<file path="config.mk">
export PLATFORM = sky130hd
export DESIGN_NAME = hcsr04_scan
export DESIGN_NICKNAME = d
export VERILOG_FILES = /design/src/rtl/hcsr04_scan.sv
export SDC_FILE = /design/constraint.sdc
export NUM_CORES = 1
export LEC_CHECK = 0
export BUFFER_PORTS_ARGS = -buffer_cell sky130_fd_sc_hd__buf_2
export CORE_UTILIZATION = 31
export CTS_CLUSTER_SIZE = 24
export DETAILED_ROUTE_END_ITERATION = 12
export GPL_ROUTABILITY_DRIVEN = 0
export HOLD_SLACK_MARGIN = 0.05
export MAX_ROUTING_LAYER = met4
export PLACE_DENSITY = 0.53
export SLEW_MARGIN = 10
export SYNTH_ARGS = -nofsm -noshare
export SYNTH_HDL_FRONTEND = slang
export SYNTH_SLANG_ARGS = --single-unit
</file>
<file path="constraint.sdc">
create_clock -name i_clk -period 5.5 [get_ports i_clk]
set_input_delay 0.55 -clock i_clk [delete_from_list [all_inputs] [get_ports i_clk]]
set_output_delay 0.55 -clock i_clk [all_outputs]
set_load 0.01 [all_outputs]
</file>
<file path="src/rtl/hcsr04_scan.sv">
// hcsr04_scan: round-robin controller for several HC-SR04-class ultrasonic
// sensors. Fires one channel at a time, times the echo in microseconds,
// converts it to millimetres and reports timeouts. A quiet holdoff follows
// every result so late reflections cannot reach the next channel.
//
// state     | meaning
// ----------+----------------------------------------------------------
// S_IDLE    | waiting for start with at least one channel enabled
// S_TRIG    | trigger pin of the current channel high for TRIG_US
// S_WAIT    | waiting for a fresh rising edge on the current echo
// S_MEAS    | counting microseconds while the echo stays high
// S_CALC    | converting the count to millimetres, issuing the result
// S_HOLD    | quiet gap, then pick the next channel or stop
module hcsr04_scan #(
  parameter int CLK_HZ     = 100_000_000,
  parameter int N_CH       = 4,
  parameter int TRIG_US    = 10,
  parameter int TIMEOUT_US = 38000,
  parameter int HOLDOFF_US = 60000,
  parameter int DIST_W     = 13,
  localparam int CH_W      = (N_CH > 1) ? $clog2(N_CH) : 1
) (
  input  logic              i_clk,
  input  logic              i_rst,
  input  logic              i_start,
  input  logic              i_cont,
  input  logic [N_CH-1:0]   i_ch_en,
  input  logic [N_CH-1:0]   i_echo,
  output logic [N_CH-1:0]   o_trig,
  output logic              o_busy,
  output logic              o_val,
  output logic [CH_W-1:0]   o_ch,
  output logic [DIST_W-1:0] o_distance,
  output logic              o_tout
);

  localparam int DIV    = CLK_HZ / 1_000_000;
  localparam int PRE_W  = $clog2(DIV);
  localparam int US_MAX = (TIMEOUT_US > HOLDOFF_US)
                          ? ((TIMEOUT_US > TRIG_US) ? TIMEOUT_US : TRIG_US)
                          : ((HOLDOFF_US > TRIG_US) ? HOLDOFF_US : TRIG_US);
  localparam int US_W   = $clog2(US_MAX + 1);
  localparam int PROD_W = (US_W + 14 > 32) ? (US_W + 14) : 32;
  // 11242 / 65536 ~= 0.1715 mm per us (speed of sound, round trip halved)
  localparam logic [PROD_W-1:0] K_MM     = PROD_W'(11242);
  localparam logic [PROD_W-1:0] DIST_MAX = PROD_W'((64'd1 << DIST_W) - 64'd1);

  typedef enum logic [2:0] {
    S_IDLE, S_TRIG, S_WAIT, S_MEAS, S_CALC, S_HOLD
  } state_t;

  state_t            r_state;
  logic [CH_W-1:0]   r_cur;
  logic [PRE_W-1:0]  r_pre;
  logic [US_W-1:0]   r_us;
  logic [N_CH-1:0]   r_trig;
  logic [N_CH-1:0]   r_sync1, r_sync2, r_sync3;

  logic              w_tick;
  logic              w_echo, w_rise, w_fall;
  logic              w_low_ok, w_nxt_ok, w_go;
  logic [CH_W-1:0]   w_low, w_nxt, w_go_ch;
  logic [PROD_W-1:0] w_prod, w_quo;
  logic [DIST_W-1:0] w_dist;

  // Two-flop synchroniser plus one history stage for edge detection
  always_ff @(posedge i_clk or posedge i_rst) begin
    if (i_rst) begin
      r_sync1 <= '0;
      r_sync2 <= '0;
      r_sync3 <= '0;
    end else begin
      r_sync1 <= i_echo;
      r_sync2 <= r_sync1;
      r_sync3 <= r_sync2;
    end
  end

  assign w_echo = r_sync2[r_cur];
  assign w_rise = r_sync2[r_cur] & ~r_sync3[r_cur];
  assign w_fall = ~r_sync2[r_cur] & r_sync3[r_cur];
  assign w_tick = (r_pre == PRE_W'(DIV - 1));

  // Lowest enabled channel and lowest enabled channel above the current one
  always_comb begin
    w_low_ok = 1'b0;
    w_low    = '0;
    w_nxt_ok = 1'b0;
    w_nxt    = '0;
    for (int i = N_CH - 1; i >= 0; i--) begin
      if (i_ch_en[i]) begin
        w_low_ok = 1'b1;
        w_low    = CH_W'(i);
        if (CH_W'(i) > r_cur) begin
          w_nxt_ok = 1'b1;
          w_nxt    = CH_W'(i);
        end
      end
    end
  end

  assign w_go    = w_nxt_ok | (i_cont & w_low_ok);
  assign w_go_ch = w_nxt_ok ? w_nxt : w_low;

  assign w_prod = PROD_W'(r_us) * K_MM;
  assign w_quo  = w_prod >> 16;
  assign w_dist = (w_quo > DIST_MAX) ? DIST_W'(DIST_MAX) : w_quo[DIST_W-1:0];

  // Sequencer: prescaler, us counter, trigger pins and result registers
  always_ff @(posedge i_clk or posedge i_rst) begin
    if (i_rst) begin
      r_state    <= S_IDLE;
      r_cur      <= '0;
      r_pre      <= '0;
      r_us       <= '0;
      r_trig     <= '0;
      o_val      <= 1'b0;
      o_ch       <= '0;
      o_distance <= '0;
      o_tout     <= 1'b0;
    end else begin
      o_val <= 1'b0;
      r_pre <= w_tick ? '0 : r_pre + 1'b1;
      case (r_state)
        S_IDLE: begin
          if (i_start && w_low_ok) begin
            r_cur   <= w_low;
            r_trig  <= N_CH'(1) << w_low;
            r_pre   <= '0;
            r_us    <= '0;
            r_state <= S_TRIG;
          end
        end
        S_TRIG: begin
          if (w_tick) begin
            if (r_us == US_W'(TRIG_US - 1)) begin
              r_trig  <= '0;
              r_pre   <= '0;
              r_us    <= '0;
              r_state <= S_WAIT;
            end else begin
              r_us <= r_us + 1'b1;
            end
          end
        end
        S_WAIT: begin
          if (w_rise) begin
            r_pre   <= '0;
            r_us    <= '0;
            r_state <= S_MEAS;
          end else if (w_tick) begin
            if (r_us == US_W'(TIMEOUT_US - 1)) begin
              o_val      <= 1'b1;
              o_ch       <= r_cur;
              o_distance <= '0;
              o_tout     <= 1'b1;
              r_pre      <= '0;
              r_us       <= '0;
              r_state    <= S_HOLD;
            end else begin
              r_us <= r_us + 1'b1;
            end
          end
        end
        S_MEAS: begin
          if (w_fall) begin
            r_state <= S_CALC;
          end else if (w_tick && w_echo) begin
            // the echo is abandoned the moment the count would hit the limit
            if (r_us == US_W'(TIMEOUT_US - 1)) begin
              o_val      <= 1'b1;
              o_ch       <= r_cur;
              o_distance <= '0;
              o_tout     <= 1'b1;
              r_pre      <= '0;
              r_us       <= '0;
              r_state    <= S_HOLD;
            end else begin
              r_us <= r_us + 1'b1;
            end
          end
        end
        S_CALC: begin
          o_val      <= 1'b1;
          o_ch       <= r_cur;
          o_distance <= w_dist;
          o_tout     <= 1'b0;
          r_pre      <= '0;
          r_us       <= '0;
          r_state    <= S_HOLD;
        end
        S_HOLD: begin
          if (w_tick) begin
            if (r_us == US_W'(HOLDOFF_US - 1)) begin
              r_us <= '0;
              if (w_go) begin
                r_cur   <= w_go_ch;
                r_trig  <= N_CH'(1) << w_go_ch;
                r_pre   <= '0;
                r_state <= S_TRIG;
              end else begin
                r_state <= S_IDLE;
              end
            end else begin
              r_us <= r_us + 1'b1;
            end
          end
        end
        default: r_state <= S_IDLE;
      endcase
    end
  end

  assign o_trig = r_trig;
  assign o_busy = (r_state != S_IDLE);

endmodule

</file>
==> results.txt, run 1 <==
The flow ran to the end, and the final reports show no timing, DRC or antenna violations. On the worst path, the slowest cell contributes a delay of 560 ps. The register area share after synthesis was 0.211. Startpoint class of the critical path: a flip-flop.

The largest fanout of any net on the critical path was 5. The logs give 55 for the total number of placement rows and 7930 um2 for the cell area after placement. The run gives 0 as the final hold violation count. The slowest stage cell on the critical path is fa_1. The die extent in y is 155 um, and the largest net degree at the start of global routing is 62. For the worst-skew pair, the clock arrives at the later sink with an insertion delay of 340 ps.

The post-synthesis area per instance works out to 9.60 um2. Setup violations remaining at the end of the flow were counted as 0. At the worst endpoint, the required time is 5720 ps. The dominant cell type by count on the critical path was fa_1. The longest clock path from root to sink contains 2 buffers. The tools report the leakage power as 4.50 nW. The average routed wire per standard cell was 14.6 um; the headroom to the max-slew limit was 0.464.

In the routed design, unresolved DRC markers number 0. 34 I/O pins were placed. In the synthesized netlist, the number of instances is 754. The total nets after synthesis was 964. The most common cell in the synthesized netlist is inv_1. Summing over every cut layer, the via total after detailed routing is 5119.

The setup slack of the most critical reg-to-reg path is 140 ps. The first-pass GRT wire length came out at 28300 um. The transition time at the pin with the least slew margin came out at 804 ps. Count of warnings emitted by yosys: 0. Between clock sinks in the finished design, the worst skew comes to 7.43 ps. In this run the horizontal extent of the chip is 155 um. After synthesis, the cell types taking the most area are fa_1 (25%), dfrtp_1 (21%), ha_1 (18%), inv_1 (9.2%), nand2_1 (3.0%). The share of layout cells above drive strength 1 is 0.147. The main flop type after synthesis was dfrtp_1. The run gives 0 as the total of hold buffers inserted after clock tree synthesis.

The run gives 3 as the number of H-tree levels. After the first detailed-routing iteration, the DRC count stood at 292. The type of element capturing the critical path was a flip-flop. The floorplan step defined a die boundary enclosing 24000 um2. At the end of the flow, the number of nets in the layout was 1033. The run gives 0 as the total overflow reported by the global router.

Dividing total power by cell area gives a power density of 265 nW/um2. Across the run, the number of max-cap violations was 0. For the combined global-route utilization of all metal layers, the log shows 0.157. Relative to the synthesized area, the layout overhead comes to 15.5%. For the worst setup path, the data arrival time is 5580 ps. Across the VDD grid, the largest voltage drop is 155 uV. The count of final max-slew check failures came out at 0.

The run gives 22800 um2 as the core area. TritonCTS built the clock tree. The class of the most critical setup path is flip-flop to flip-flop. Once detail routing completed, the nets flagged for antenna violations numbered 0. The logs give 1115 for the count of placed standard cells including taps and 187 MHz for the top achievable clock speed. The count of state elements after synthesis was 61; the final clock period utilization by the worst path was 0.974. In this run, synthesis inferred 0 flip-flops with an integrated enable. The commonest cells after synthesis are inv_1 (177), ha_1 (107), fa_1 (91), dfrtp_1 (61), nand2_1 (58). The proportion of netlist area held by the largest area contributor was 0.252. The detailed placer's ending HPWL was 13800 um; the count of placed standard cells in the final layout, fillers left out was 1141. The first-pass detailed-route iteration total was 4; the synthesized cell area was 7240 um2. The worst min-delay path class was primary input to flip-flop. The starting density of the core was 0.318. During placement, the flow inserted port buffers numbering 33. The critical path goes through fa_1 > inv_1 > fa_1 > inv_1 > fa_1 > fa_1 > inv_1 > fa_1 > inv_1 > ha_1 > and3_1 > and3_1 > a32oi_1 > o211ai_1 > a31oi_1 > xnor2_1 > buf_4 > o31a_1. The cell area after layout is 8370 um2. Summed over all layers, the routed wires come to 16700 um.

TritonCTS created 9 clock buffers. After clock tree synthesis, the clock-pin slew on the worst setup and hold paths is 60 ps. The share of flip-flops with an asynchronous set or reset is 1.00. After synthesis, the netlist uses 58 different library cells. The number of antenna diodes in the final layout is 0. The via density per instance came out at 4.49.

For the filler cell count in the final layout, the log shows 2308. The tree is rooted in a clkbuf_16. For the number of global-route vias before repair, the log shows 5307. Clock tree synthesis found a total of 61 sinks. The synthesized design spends more area on one cell type than any other, namely fa_1. The number of antenna violations at the first check in global routing is 0. Time the final worst path needs with I/O delays and setup: 5360 ps.
final cells by class:
type	instances	area (um2)	share of cell area
clock inverter	4	47.5	0.00568
sequential	61	1540	0.184
tap	313	392	0.0468
inverter	177	664	0.0794
clock buffer	12	246	0.0295
timing repair buffer	70	440	0.0526
multi-input combinational	504	5040	0.602
routing by layer:
layer | vias up | global-route usage | routed length (um)
met5 | - | - | 0
met4 | 0 | 0.0297 | 110
met3 | 6 | 0.0227 | 363
met2 | 54 | 0.245 | 7910
met1 | 2494 | 0.219 | 8310
li1 | 2565 | - | -
cells in the final DEF (no fill, tap or decap), types with 6 or more instances in the layout:
master	count
fa_1	91
nand3_1	16
dfrtp_2	9
clkbuf_16	9
o211ai_1	7
dfrtp_1	52
buf_4	36
nand2_1	57
o31ai_2	6
buf_2	33
o21ai_0	36
a21oi_1	32
xnor2_1	10
inv_1	176
nor2_1	33
ha_1	103
xor2_1	9
o21ai_1	8
flip-flops by register name (all words and copies together) (netlist names), 2 cells and up:
register	flops
o_ch	2
o_distance	13
o_trig	4
r_cur	2
r_pre	7
r_state	3
r_sync1	4
r_sync2	4
r_sync3	4
r_us	16
final timing paths:
check / endpoint / cells past startpoint / from
worst max-delay path: o_distance[6] / 18 / r_us[11]
worst min-delay path: r_sync1[0] / 1 / i_echo[0]
worst max register to register: o_distance[6] / 18 / r_us[11]
worst min register to register: r_sync2[1] / 0 / r_sync1[1]
max in group asynchronous: r_us[2] / 3 / i_rst
min in group asynchronous: o_val / 3 / i_rst
kinds of logic (layout without fill, tap and decap cells):
logic type / count (synthesis) / in the layout / share of synthesized area
adders and majority gates: 198 / 198 / 0.436
and+or+nand+nor: 149 / 149 / 0.0976
DFF: 61 / 61 / 0.211
AOI/OAI and AO/OA: 132 / 132 / 0.118
muxes: 6 / 6 / 0.0123
buffers and inverters: 189 / 263 / 0.102
xor gates and xnor gates: 19 / 19 / 0.0230
what timing repair did:
| item | 4_1_cts | 5_1_grt |
|---|---|---|
| pin swaps | 0 | 13 |
| setup buffers | 0 | 10 |
| gates resized for setup | 1 | 20 |
| setup endpoints to repair | 1 | 13 |
metrics by stage:
| step | setup slack, ps | setup TNS [ps] | hold WS [ps] | util | power (W) |
|---|---|---|---|---|---|
| 2_1_floorplan | 370 | 0 | 331 | - | 0.00138 |
| 3_3_place_gp | 30.7 | 0 | 334 | 0.348 | 0.00165 |
| 3_5_place_dp | 37.5 | 0 | 335 | 0.348 | 0.00163 |
| 4_1_cts | 63.8 | 0 | 308 | 0.361 | 0.00223 |
| 5_1_grt | -21.4 | -26.9 | 309 | 0.367 | 0.00244 |
| 6_report | 145 | 0 | 321 | 0.367 | 0.00222 |
critical path: cells and delay by family (launching register included):
family / cells / cell delay (ps)
AOI/OAI and AO/OA: 4 / 920
xor gates and xnor gates: 1 / 140
adders and majority gates: 6 / 2950
buffers and inverters: 5 / 400
DFF: 1 / 440
and+or+nand+nor: 2 / 390
where the power goes:
| part | switching [W] | internal [W] |
|---|---|---|
| Clock | 0.000210 | 0.000362 |
| Combinational | 0.000648 | 0.000401 |
| Sequential | 0.0000838 | 0.000516 |
| Total | 0.000942 | 0.00128 |
Power figures use the tool's default switching activity.
==> run 2, diff against run 1 <==
==> constraint.sdc (replaced) <==
create_clock -name i_clk -period 4.7 [get_ports i_clk]
set_input_delay 0.47 -clock i_clk [delete_from_list [all_inputs] [get_ports i_clk]]
set_output_delay 0.47 -clock i_clk [all_outputs]
set_load 0.01 [all_outputs]
==> results.txt, run 2 (synthesis results as in run 1) <==
The initial DRC count was 249 (-15%); the count of maximum capacitance violations was 0 (unchanged). The average routed wire per standard cell is 14.2 um (-2.6%), and the starting density of the core is 0.318 (unchanged). The setup slack of the critical path after layout came out at -347 ps (-492 ps). The run gives 13 (+13) as the final-report setup violation count. The filler cell count in the final layout came out at 2234 (-3.2%).

The largest registers in the layout are r_us: 16 flops, o_distance: 13 flops, r_pre: 7 flops. The cell area after layout is 9380 um2 (+12%). The tools report the total overflow reported by the global router as 0 (unchanged).

The number of vias after detailed routing is 5524 (+7.9%), and the footprint of the flip-flops and latches is 1540 um2 (+0.24%). The worst setup path is captured at a flip-flop. The die extent in y was 155 um (unchanged). The tools report the total of hold buffers inserted after clock tree synthesis as 0 (unchanged). More flip-flops sit in one register than any other, and that register is r_us. Final design utilization: 0.412 (+0.0444). Leaving out fill and tap cells, the most frequent cell in the layout is inv_1. The power density over the cells is 291 nW/um2 (+9.6%), and the count of nets left with antenna violations after detail routing is 0 (unchanged). The logs give 4920 ps (-800 ps) for the required time of the critical path and 3 (unchanged) for the number of H-tree levels. The horizontal extent of the die works out to 155 um (unchanged). TritonCTS built the clock tree. Clock-pin slew on the worst setup and hold paths: 60 ps (about the same). The worst clock skew was 8.53 ps (+1.10 ps).

The final net count is 1121 (+8.5%). The count of placed standard cells including taps came out at 1198 (+7.4%). The tools report the launching point of the worst reg2reg path as r_us[9]. The logs give 24000 um2 (unchanged) for the overall die area and 30200 um (+6.6%) for the first-pass GRT wire length. The run gives 0 (unchanged) as the count of final max-slew check failures. The buffer type at the clock tree root is clkbuf_16.

The tools report the total number of placement rows as 55 (unchanged). The critical path in this run is classified as flip-flop to flip-flop. Startpoint of the tightest hold check path: i_echo[2].

The tools report the setup slack after placement as -502 ps (-539 ps). The worst setup path is launched from a flip-flop. The growth of design area from synthesis to finish was 29.5%. The headroom to the max-slew limit came out at 0.461 (-0.00299). Diode insertion count for antenna repair: 0 (unchanged). The run finished, with violations left. The final hold violation count was 0 (unchanged); the core area was 22800 um2 (unchanged).

The logs give 5360 um2 (+6.4%) for the area used by multi-input combinational logic and 0.00273 W (+23%) for the overall power. The share of layout cells above drive strength 1 was 0.286 (+0.139). The met1 track utilization from global routing was 0.218 (-0.00146). The largest fanout of any net on the critical path is 6 (+1), and the cell area after placement is 8680 um2 (+9.5%).

The run gives -350 ps (-490 ps) as the setup slack of the most critical reg-to-reg path. The time the final worst path needs with I/O delays and setup was 5050 ps (-308 ps); the combined global-route utilization of all metal layers was 0.167 (+0.0100). The DRC violation count after routing came out at 0 (unchanged). For the maximum number of buffers from clock root to sink, the log shows 2 (unchanged). The final reports fail on setup timing. The number of flip-flops in the largest register was 16 (unchanged); the final clock period utilization by the worst path was 1.07 (+0.100). The number of port buffers is 33 (unchanged). The logs give 340 ps (about the same) for the clock insertion delay at the later pin of the skew report and 17500 um (+4.9%) for the wire length after detailed routing. Setup repair after global routing could not meet its margin everywhere. The number of global-route vias before repair was 5868 (+11%); the met3 track demand over resource in global routing was 0.0238 (+0.00112). Largest net degree at the start of global routing: 62 (unchanged). The tools report the I/O pin total as 34 (unchanged). The tools report the count of placed standard cells in the final layout, fillers left out as 1229 (+7.7%). The number of buffers created by CTS came out at 9 (unchanged). The logs give 4 (unchanged) for the first-pass detailed-route iteration total and 0 (unchanged) for the number of antenna violations at the first check in global routing. The run gives 4.97 nW (+10%) as the leakage power. The critical path starts at r_us[9]. For the met2 usage, the log shows 0.270 (+0.0250).

For the worst path arrival time, the log shows 5270 ps (-310 ps). The tools report the number of clock sinks as 61 (unchanged). Via density per instance: 4.49 (+0.18%).

The top achievable clock speed was 198 MHz (+6.1%); the peak supply drop was 154 uV (-0.53%). The detailed placer's ending HPWL is 14600 um (+5.8%), and the transition time at the pin with the least slew margin is 809 ps (+4.49 ps). In the layout the commonest cells are inv_1 (167), buf_4 (121), ha_1 (93), fa_1 (88), nand2_1 (54). In this run the worst hold path is classified as primary input to flip-flop.

Layer with the highest usage after global routing: met2.
-- run 2: cell types whose count changed in the layout (fill, tap and decap cells not counted), sizes merged --
cell      previous run  this run
buf                 69       158
clkbuf              13         9
clkinv               2         4
clkinvlp             1         2
-- run 2: layer usage --
layer  share of wire  up-vias
met2            0.48       70
met5               0        -
met4           0.024        0
met3           0.022       25
met1            0.48     2670
li1                -     2759
-- run 2: layout make-up --
class | count | share of cell area
clock inverter | 7 | 0.00814
multi-input combinational | 504 | 0.572
timing repair buffer | 158 | 0.119
inverter | 177 | 0.0709
tap | 313 | 0.0418
clock buffer | 9 | 0.0240
sequential | 61 | 0.164
-- run 2: worst max-delay path, stage by stage (launching register included) --
cell and delay (ps):
dfrtp_2 470, fa_1 560, inv_1 50, fa_1 500, inv_2 40, fa_1 510, fa_1 510, inv_1 50
fa_1 500, inv_2 50, ha_4 260, a21oi_4 180, o221ai_4 140, a21oi_4 150, o21ai_2 80, a221o_1 370
a21oi_2 180, xnor2_2 90, o31a_1 240
-- run 2: stage by stage --
step                setup TNS (ps)  hold WS [ps]
floorplan                    -1140           331
global placement             -5160           334
detailed placement           -5740           340
CTS                          -3720           226
global route                 -5740           227
finish                       -3190           240
-- run 2: repair_timing --
action | in CTS | in global routing
gates resized for setup | 28 | 29
setup buffers | 10 | 6
gates cloned | 0 | 0
setup endpoints to repair | 13 | 13
pin swaps | 42 | 42
-- run 2: final timing paths --
check | endpoint | cells after the start
max | o_distance[6] | 18
min reg2reg | r_sync2[0] | 0
max in group asynchronous | r_us[4] | 3
max reg2reg | o_distance[6] | 18
min in group asynchronous | o_distance[10] | 3
min | r_sync1[2] | 1
-- run 2: report_power, final --
part	internal, W	switching, W	total, W	leakage [nW]
clock	0.000412	0.000267	0.000679	0.142
sequential	0.000603	0.0000946	0.000698	0.784
combinational	0.000545	0.000804	0.00135	4.05
total	0.00156	0.00117	0.00273	4.97
==> run 3, diff against run 2 <==
--- a/config.mk
+++ b/config.mk
@@ -10,9 +10,10 @@
 export CTS_CLUSTER_SIZE = 24
 export DETAILED_ROUTE_END_ITERATION = 12
 export GPL_ROUTABILITY_DRIVEN = 0
+export GPL_TIMING_DRIVEN = 0
 export HOLD_SLACK_MARGIN = 0.05
 export MAX_ROUTING_LAYER = met4
-export PLACE_DENSITY = 0.53
+export PLACE_DENSITY = 0.51
 export SLEW_MARGIN = 10
 export SYNTH_ARGS = -nofsm -noshare
 export SYNTH_HDL_FRONTEND = slang
==> results.txt, run 3 (synthesis results as in run 1) <==
The cell internal power dissipation is 0.00160 W (+2.3%), and the top achievable clock speed is 194 MHz (-2.0%). The run gives 7930 um2 (-8.7%) as the cell area after placement. The run gives 0.00115 W (-1.1%) as the switching component of the power. For the number of global-route vias before repair, the log shows 5496 (-6.3%).

The detailed placer's ending HPWL was 14000 um (-4.3%). For the headroom to the max-slew limit, the log shows 0.491 (+0.0299). The power density over the cells came out at 309 nW/um2 (+6.4%). Die extent in y: 155 um (unchanged). Final net count: 1056 (-5.8%). In the final layout, the registers with the most flip-flops are r_us: 16 flops, o_distance: 13 flops, r_pre: 7 flops.

The run gives 9 (unchanged) as the number of buffers created by CTS. Smallest hold slack: 235 ps (-4.76 ps). The DRC violation count after routing came out at 0 (unchanged). The cell family contributing the most delay on the critical path is adder cells. The total of hold buffers inserted after clock tree synthesis was 0 (unchanged); the overall power was 0.00275 W (+0.83%).

I/O pin total: 34 (unchanged). In the layout the commonest cells are inv_1 (167), fa_1 (90), ha_1 (89), nand2_1 (52), dfrtp_1 (45). Worst min-delay path class: primary input to flip-flop.

The overall die area was 24000 um2 (unchanged); the via density per instance was 4.59 (+2.1%). The final reports fail on setup timing. The tools report the number of clock sinks as 61 (unchanged). The logs give 0 (unchanged) for the count of nets left with antenna violations after detail routing and 0.245 (-0.004) for the power share of the clock group.

The number of H-tree levels was 3 (unchanged); the proportion of total power due to net switching was 0.419 (-0.00831). The dominant cell type by count on the critical path is fa_1. The core area was 22800 um2 (unchanged); the cell area after layout was 8880 um2 (-5.2%). Transition time at the pin with the least slew margin: 764 ps (-44.9 ps). Counting flops per register, the top entry is r_us. The total overflow reported by the global router is 0 (unchanged), and the number of vias after detailed routing is 5339 (-3.3%). The setup slack of the critical path after layout came out at -449 ps (-102 ps). The first-pass detailed-route iteration total was 4 (unchanged).

For the number of antenna violations at the first check in global routing, the log shows 0 (unchanged). For the worst clock skew, the log shows 4.72 ps (-3.81 ps). The critical path buffer and inverter count was 6 (+2); the combinational share of power was 0.508 (+0.013). The tools report the worst path arrival time as 5370 ps (+100 ps). STA classifies the critical path endpoint as a flip-flop. The library cell used most frequently in the layout, excluding fill and tap cells, is inv_1.

Walking the worst path, the cells encountered are buf_4 > buf_4 > fa_1 > fa_1 > fa_1 > fa_1 > inv_2 > fa_1 > inv_2 > ha_4 > buf_6 > buf_6 > nand4_1 > o221ai_2 > a21oi_2 > o21ai_2 > a221o_1 > a21oi_2 > xnor2_2 > o31a_1. The share of layout cells above drive strength 1 is 0.234 (-0.0519), and the final clock period utilization by the worst path is 1.10 (+0.0217). The clock insertion delay at the later pin of the skew report is 340 ps (about the same), and the number of flip-flops in the largest register is 16 (unchanged). The run finished, with violations left. The first-pass GRT wire length is 29300 um (-2.9%), and the number of port buffers is 33 (unchanged). The run gives 4.64 nW (-6.7%) as the leakage power.

The cell sitting at the root of the clock tree is a clkbuf_16. Setup repair after global routing could not meet its margin everywhere. Count of final max-slew check failures: 0 (unchanged). The largest fanout of any net on the critical path is 5 (-1), and the power share of the sequential group is 0.247 (-0.009). The maximum number of buffers from clock root to sink is 2 (unchanged). The time the final worst path needs with I/O delays and setup was 5150 ps (+102 ps); the peak supply drop was 159 uV (+3.6%). The final hold violation count came out at 0 (unchanged).

The horizontal extent of the die is 155 um (unchanged), and the clock-pin slew on the worst setup and hold paths is 50 ps (about the same). The largest net degree at the start of global routing was 62 (unchanged); the growth of design area from synthesis to finish was 22.7%. The run gives 0.165 (-0.00278) as the combined global-route utilization of all metal layers.

The stage delay of the slowest cell on the critical path works out to 580 ps (+20 ps). The worst setup path is launched from a flip-flop. The logs give 55 (unchanged) for the total number of placement rows and -450 ps (-100 ps) for the setup slack of the most critical reg-to-reg path.

Required time of the critical path: 4930 ps (about the same). The count of maximum capacitance violations is 0 (unchanged), and the average routed wire per standard cell is 15.1 um (+6.0%). The run gives 0 (unchanged) as the diode insertion count for antenna repair. The run gives 13 (unchanged) as the final-report setup violation count. TritonCTS built the clock tree. The setup path with the least slack is of type flip-flop to flip-flop. The starting density of the core was 0.318 (unchanged). The slowest stage cell on the critical path was fa_1.

For the initial DRC count, the log shows 332 (+33%). The tools report the wire length after detailed routing as 17600 um (+0.26%).
==> run 3: power groups by stage <==
stage / Sequential, W / Clock, W / Combinational, W
after floorplan: 0.000676 / 0 / 0.000971
after global placement: 0.000684 / 0 / 0.00132
after detailed placement: 0.000686 / 0 / 0.00132
after CTS: 0.000679 / 0.000696 / 0.00138
after global routing: 0.000692 / 0.000716 / 0.00159
final: 0.000680 / 0.000673 / 0.00140
==> run 3: final cells by class <==
class | count | area, um2
multi-input combinational | 504 | 5340
timing repair buffer | 81 | 564
inverter | 177 | 667
buffer | 12 | 71.3
clock buffer | 11 | 253
fill | 2275 | 13900
tap | 313 | 392
sequential | 61 | 1550
clock inverter | 4 | 47.5
==> run 3: what timing repair did <==
item | CTS | global route
gates resized for setup | 35 | 35
endpoints found under the setup margin | 13 | 13
setup buffers | 32 | 17
pin swaps | 23 | 52
cloned | 0 | 0
==> run 3: path summary, 6_finish.rpt <==
path                       startpoint             to  cells after the start
min in group asynchronous       i_rst     r_sync1[3]                      2
max in group asynchronous       i_rst        r_us[0]                      2
setup / recovery              r_us[5]  o_distance[6]                     20
hold reg to reg            r_sync1[1]     r_sync2[1]                      0
hold / removal              i_echo[1]     r_sync1[1]                      1
setup reg to reg              r_us[5]  o_distance[6]                     20
==> run 3: through the flow <==
| stage | utilization | TNS, ps | cells | setup WS, ps |
|---|---|---|---|---|
| 3_5_place_dp | 0.348 | -8280 | 1100 | -719 |
| 4_1_cts | 0.379 | -4900 | 1147 | -481 |
| 5_1_grt | 0.390 | -7350 | 1163 | -672 |
| 2_1_floorplan | - | -1140 | 754 | -139 |
| 6_report | 0.390 | -4780 | 1163 | -449 |
| 3_3_place_gp | 0.348 | -9170 | 1100 | -786 |
==> run 3: routing by layer <==
metal / global-route usage / vias to the layer above / part of all wire
met4: 0.0486 / 0 / 0.019
met5: - / - / 0
li1: - / 2613 / -
met1: 0.217 / 2639 / 0.46
met2: 0.261 / 65 / 0.50
met3: 0.0255 / 22 / 0.021
